--- src/rtl/alu_result_stage.sv ---
// ALU result stage: captures each accepted ALU result, holds the architectural
// flags, resolves conditional branches against them, and hands results to
// writeback through a 2-entry skid buffer with a registered in_ready.

package alu_result_stage_pkg;

  typedef struct packed {
    logic carry;
    logic overflow;
    logic zero;
    logic negative;
  } alu_flags_t;

endpackage

module alu_result_stage
  import alu_result_stage_pkg::*;
#(
  parameter int unsigned WIDTH = 8,
  parameter int unsigned RADDR = 3
) (
  input  logic             clk,
  input  logic             rst,
  input  logic             flush,
  input  logic             in_valid,
  output logic             in_ready,
  input  logic [WIDTH-1:0] in_result,
  input  logic [3:0]       in_flags,
  input  logic [RADDR-1:0] in_rd,
  input  logic             in_rd_we,
  input  logic             in_flags_we,
  input  logic             in_is_branch,
  input  logic [3:0]       in_cond,
  input  logic [WIDTH-1:0] in_target,
  output logic             out_valid,
  input  logic             out_ready,
  output logic [WIDTH-1:0] out_result,
  output logic [RADDR-1:0] out_rd,
  output logic             out_rd_we,
  output logic [3:0]       flags_q,
  output logic             br_taken,
  output logic [WIDTH-1:0] br_target
);

  typedef struct packed {
    logic [WIDTH-1:0] result;
    logic [RADDR-1:0] rd;
    logic             rd_we;
  } entry_t;

  entry_t           main_q, main_d;
  entry_t           skid_q, skid_d;
  logic             main_valid_q, main_valid_d;
  logic             skid_valid_q, skid_valid_d;
  logic             in_ready_q, in_ready_d;
  logic [3:0]       flags_d;
  logic             br_taken_q, br_taken_d;
  logic [WIDTH-1:0] br_target_q, br_target_d;
  logic             accept;
  entry_t           in_entry;

  // Condition-code evaluation against a flags snapshot
  function automatic logic cond_hit(input alu_flags_t f, input logic [3:0] c);
    logic r;
    r = 1'b0;
    case (c)
      4'h0: r = f.zero;                                  // EQ
      4'h1: r = ~f.zero;                                 // NE
      4'h2: r = f.carry;                                 // CS
      4'h3: r = ~f.carry;                                // CC
      4'h4: r = f.negative;                              // MI
      4'h5: r = ~f.negative;                             // PL
      4'h6: r = f.overflow;                              // VS
      4'h7: r = ~f.overflow;                             // VC
      4'h8: r = f.carry & ~f.zero;                       // HI
      4'h9: r = ~f.carry | f.zero;                       // LS
      4'hA: r = (f.negative == f.overflow);              // GE
      4'hB: r = (f.negative != f.overflow);              // LT
      4'hC: r = ~f.zero & (f.negative == f.overflow);    // GT
      4'hD: r = f.zero | (f.negative != f.overflow);     // LE
      4'hE: r = 1'b1;                                    // AL
      default: r = 1'b0;                                 // NV
    endcase
    return r;
  endfunction

  assign accept   = in_valid & in_ready_q & ~flush;
  assign in_entry = '{result: in_result, rd: in_rd, rd_we: in_rd_we};

  // Next-state: FIFO-ordered main/skid buffer, flags register, branch resolution
  always_comb begin
    main_d       = main_q;
    skid_d       = skid_q;
    main_valid_d = main_valid_q;
    skid_valid_d = skid_valid_q;
    flags_d      = flags_q;
    br_taken_d   = 1'b0;
    br_target_d  = br_target_q;

    if (flush) begin
      main_valid_d = 1'b0;
      skid_valid_d = 1'b0;
    end else begin
      if (skid_valid_q && out_ready) begin
        // main drains this cycle; skid moves up so order is preserved
        main_d       = skid_q;
        skid_valid_d = 1'b0;
      end else if (accept) begin
        if (!main_valid_q || out_ready) begin
          main_d       = in_entry;
          main_valid_d = 1'b1;
        end else begin
          skid_d       = in_entry;
          skid_valid_d = 1'b1;
        end
      end else if (main_valid_q && out_ready) begin
        main_valid_d = 1'b0;
      end

      if (accept && in_flags_we) begin
        flags_d = in_flags;
      end

      // Branches see the flags as they were before this op's own update
      if (accept && in_is_branch) begin
        br_taken_d  = cond_hit(alu_flags_t'(flags_q), in_cond);
        br_target_d = in_target;
      end
    end

    in_ready_d = ~skid_valid_d;
  end

  // State registers with synchronous reset
  always_ff @(posedge clk) begin
    if (rst) begin
      main_q       <= '0;
      skid_q       <= '0;
      main_valid_q <= 1'b0;
      skid_valid_q <= 1'b0;
      in_ready_q   <= 1'b1;
      flags_q      <= 4'h0;
      br_taken_q   <= 1'b0;
      br_target_q  <= '0;
    end else begin
      main_q       <= main_d;
      skid_q       <= skid_d;
      main_valid_q <= main_valid_d;
      skid_valid_q <= skid_valid_d;
      in_ready_q   <= in_ready_d;
      flags_q      <= flags_d;
      br_taken_q   <= br_taken_d;
      br_target_q  <= br_target_d;
    end
  end

  assign in_ready   = in_ready_q;
  assign out_valid  = main_valid_q;
  assign out_result = main_q.result;
  assign out_rd     = main_q.rd;
  assign out_rd_we  = main_q.rd_we;
  assign br_taken   = br_taken_q;
  assign br_target  = br_target_q;

endmodule

--- config.mk ---
export PLATFORM = sky130hd
export DESIGN_NAME = alu_result_stage
export DESIGN_NICKNAME = d
export VERILOG_FILES = /design/src/rtl/alu_result_stage.sv
export SDC_FILE = /design/constraint.sdc
export NUM_CORES = 1
export LEC_CHECK = 0
export ABC_AREA = 1
export CAP_MARGIN = 40
export CORE_ASPECT_RATIO = 2
export CORE_MARGIN = 3
export CORE_UTILIZATION = 47
export DETAILED_ROUTE_END_ITERATION = 8
export PLACE_DENSITY = 0.84
export SETUP_SLACK_MARGIN = 0.4
export SLEW_MARGIN = 20
export SYNTH_ARGS = -nofsm -noshare
export SYNTH_HDL_FRONTEND = slang
export SYNTH_SLANG_ARGS = --single-unit
--- constraint.sdc ---
create_clock -name clk -period 2.6 [get_ports clk]
set_input_delay 0.39 -clock clk [delete_from_list [all_inputs] [get_ports clk]]
set_output_delay 0.39 -clock clk [all_outputs]
set_load 0.02 [all_outputs]
Yosys cells after proc, flatten, opt, wreduce, memory -nomap -nowiden
Index checks and enable logic that the tools add are counted.

Register bits: 40. Output and inout bits: 27.

Equal/unequal tests: 17. Multiplexer cells: 11. Bitwise operators: 15. Reduce and logical (&&, ||, !) cells: 17.

Operators with widths (number): two-way mux 12 bit (3); equality test 4 bit, second input constant (7); equality test 4 x 3 -> 1 bit, second input constant (4); case mux 1 bit (15 select lines) (1); NOT 1 bit (9); equality test 4 x 2 -> 1 bit, second input constant (2); two-way mux 1 bit (7); AND reduction 3 bit (2); nonzero test 2 bit (3); AND 1 bit (4); equality test 4 x 1 -> 1 bit, second input constant (1); logical AND 1 bit (4); zero test 4 bit (1); AND reduction 2 bit (2); AND reduction 4 bit (1); OR reduction 3 bit (1); != test 2 x 1 -> 1 bit, second input constant (1); OR 1 bit (2); OR reduction 2 bit (1); equality test 1 bit (1); zero test 1 bit (1); logical OR 1 bit (1); != test 1 bit (1).

Longest topological paths before layout
Word-level depth: 7. Depth in mapped cells: 9. Depth with buffers taken out: 9.

Worst setup path after synthesis
OpenSTA, ideal clock, no wires.

Kind: flip-flop to flip-flop. Start: register in_ready_q (netlist: in_ready). End: register skid_q[10] in the netlist's numbering. Library setup time: 116 ps. Arrival time: 1180 ps. Required time: 2484 ps. Setup slack: 1304 ps. Stages on the path, launching flop included: 9. Period minus slack after synthesis: 1296 ps. Cell sequence: dfxtp_1 -> nand2_1 -> nor2_2 -> inv_2 -> nor2_2 -> inv_2 -> buf_2 -> nor2_1 -> nor2_1.

Word-level cells in the longest chain between the ends: 3.

RTL lines: start: declaration (RTL line 55) `logic in_ready_q, in_ready_d;`; start signal: assignment (RTL line 150) `in_ready_q <= in_ready_d;`; AND 1 bit (2 in series) (RTL line 87) `assign accept = in_valid & in_ready_q & ~flush;`; AND reduction 4 bit (no source line); end signal: assignment (RTL line 147) `skid_q <= skid_d;`; end: declaration (RTL line 52) `entry_t skid_q, skid_d;`.

Every way passes these cells. A chain may end at the register's enable or synchronous reset.

Worst setup path in the final report
Start: input port out_ready. End: register main_q, in the netlist out_result[7].

Word-level cells in the longest chain between the ends: 3. Elaborated cells on any way between the ends: 6. Classes of those cells: mux: 1; reduce/logical: 5.

RTL lines: start: declaration (RTL line 36) `input logic out_ready,`; logical AND 1 bit or logical OR 1 bit (tied branches) (RTL line 104, 109); nonzero test 2 bit (no source line); AND reduction 3 bit (no source line); end signal: assignment (RTL line 146) `main_q <= main_d;`; end: declaration (RTL line 51) `entry_t main_q, main_d;`.

Parallel ways exist; a longest one is shown, timed or not.

==> metrics.cfg <==
[outcome]
status = complete, no violations

[yosys]
ys.flop_type = dfxtp_1
ys_top_cells_by_count = nand2_1 (49), dfxtp_1 (40), nor2_1 (32)
synth_area_um2 = 1690
ys_seq_area_share_pct = 47.5
synth_nets = 272
ys_types = 19
yosysMostFrequentCell = nand2_1
yosys-top-cells-area = dfxtp_1 (47%), nand2_1 (11%), nor2_1 (7.1%)
synth_edf_count = 0
synth_top_cell_by_area = dfxtp_1
synthArstFlopShare_pct = 0
syn_inst = 237
syn_avg_cell_area_um2 = 7.12
ys_ff_latch = 40
yosys_warnings = 0
yosysTopAreaCellShare_pct = 47.5

[sta]
timing.fmax_mhz = 568
setup-tns-final_ns = 0
fin_crit_ns = 1.76
setup-violations-final = 0
hold_viol = 0
setup_ws_ns = 0.838
holdWs_ns = 0.468
slew_headroom_pct = 72.9
skew_ns = 0.00540
rsz0062_at_grt = false
worst_pin_slew_ns = 0.405
finalCritPeriodShare_pct = 67.8
timing.final.max_slew_violations = 0

[cts]
ctsResizeCount = 0
path_clk_slew_ns = 0.08
cts_tree = done
clock_path_buffers = 2
root_buffer = clkbuf_8
hold_buffers = 0
cts_setup_buffers = 0
numClockSinks = 40
numCtsBuffers = 5
insertion_delay_ns = 0.29
h-tree-depth = 2

[pwr]
sequentialPowerShare_pct = 46.1
netSwitchingFraction_pct = 23.2
leakage_nw = 0.990
power.density_nw_per_um2 = 573
p_int_mw = 1.08
switching_power_uw = 326
combPwrFrac_pct = 14.9
ir_drop_mv = 0.454
clockPowerShare_pct = 39.0
p_total_mw = 1.40

[cells_and_area]
nFillCells = 291
final_area_um2 = 2450
utilization_pct = 71.8
stdcell_count = 346
antennaDiodeCount = 0
final_nets = 332
drive_gt1_share_pct = 6.04
area_growth_pct = 45.3

[global_route]
use_met2_pct = 40.0
grt_pass1_wl_um = 7490
antenna_found_initial = 0
global_route.usage.met3_pct = 3.31
grt_pass1_vias = 1730
use_met1_pct = 21.2
grt_overflow = 0
grt_max_degree = 30
grt-busiest-layer = met2
grt_use_total_pct = 21.3

[place]
place_ws_ns = 0.576
portBuffers = 61
dp.cells = 338
hpwlAfterDp_um = 3350
placed_area_um2 = 2320
place_congestion = 0.875

[flow_run]
drv_cap = 0

[routing]
drt-total-wl_um = 4600
drtAntennaViolNets = 0
drc = 0
post_drt_wl_per_cell_um = 13.3
drt-pass1-iter-count = 6
via_per_inst = 5.30
drt-initial-drc-count = 47
vias = 1835

[floorplanning]
chipWidth_um = 48.4
ios = 62
die_h_um = 90.7
die_area_um2 = 4390
core_um2 = 3420
initial_core_util_pct = 49.4
rows = 30

[hold_path]
min_delay_path_depth = 2
hold_path_class = register to register
hold_path_end = br_target[7]
worstHoldStart = br_target[7]

[critical_path]
max_stage_delay_ns = 0.53
start_kind = input pin
end_kind = register
crit_chain = clkdlybuf4s50_1 > nand2_2 > nand2_1 > nand3b_1 > inv_2 > o21ai_0 > a31oi_1
r2r_end = out_result[7]
critPathMaxFanout = 24
critPathSlowestCell = clkdlybuf4s50_1
worstPathRequired_ns = 2.82
r2r-start = skid_valid_q
rr_worst_depth = 7
cp.arrival_ns = 1.98
worstSetupPathType = input pin to register
reg2reg_slack_ns = 0.94

==> cell usage in the layout, fill, tap and decap left out <==
master,count
clkdlybuf4s50_1,61
clkbuf_8,7
nor2_2,2
inv_1,12
bufinv_16,1
inv_2,4
nor3_1,2
nor2_1,32
dfxtp_1,40
nand3b_1,1
clkinv_1,1
nand2_2,1
o21ai_1,9
o21ai_0,22
nand3_1,22
a21oi_1,16
buf_4,3
a31oi_1,13
nand2_1,49
==> worst max-delay path by stage <==
stage	start	to	slack, ns	cells past startpoint
2_1_floorplan	in_ready	skid_q[10]	1.30	8
3_3_place_gp	out_ready	out_result[7]	0.60	7
3_5_place_dp	out_ready	out_result[7]	0.58	7
4_1_cts	out_ready	out_result[7]	0.85	7
5_1_grt	out_ready	out_rd_we	0.70	7
6_report	out_ready	out_result[7]	0.84	7
==> registers in the layout (all words and copies together), names as in the netlist <==
| signal | cells |
|---|---|
| skid_q | 12 |
| br_target | 8 |
| out_result | 8 |
| flags_q | 4 |
| out_rd | 3 |
| br_taken | 1 |
| in_ready | 1 |
| out_rd_we | 1 |
| out_valid | 1 |
| skid_valid_q | 1 |
==> kinds of logic (layout without fill, tap and decap cells) <==
group,Yosys count,count (layout),synth area share (%)
AO/OA/AOI/OAI,60,60,18.8
buffers and inverters,28,89,7.05
flip-flops,40,40,47.5
AND/OR/NAND/NOR,109,109,26.7
==> layout make-up <==
cell class	count	area, um2	area share [%]
Clock buffer	7	96.3	3.93
Clock inverter	1	30.0	1.23
Inverter	17	63.8	2.60
Multi-Input combinational cell	169	767	31.3
Sequential cell	40	801	32.7
Tap cell	48	60.1	2.45
Timing Repair Buffer	64	633	25.8
==> critical path, delay by kind of cell <==
kind | cells | cell delay (ns)
AOI/OAI and AO/OA | 2 | 0.32
and+or+nand+nor | 3 | 0.44
buffers and inverters | 2 | 0.82
==> power groups by stage <==
stage                     Sequential (mW)  Clock [mW]  Combinational, mW
after CTS                           0.647       0.559              0.210
after global routing                0.650       0.582              0.226
final                               0.647       0.548              0.209
after global placement              0.661           0              0.207
after detailed placement            0.661           0              0.208
after floorplan                     0.686           0             0.0702
==> per-layer routing <==
layer	part of all wire (%)	wire length (um)	vias up
met5	0	0	-
met4	3.3	151	0
met3	5.0	228	14
met2	56	2580	81
met1	35	1630	835
li1	-	-	905
No activity file was read; power rests on OpenSTA's default activity.
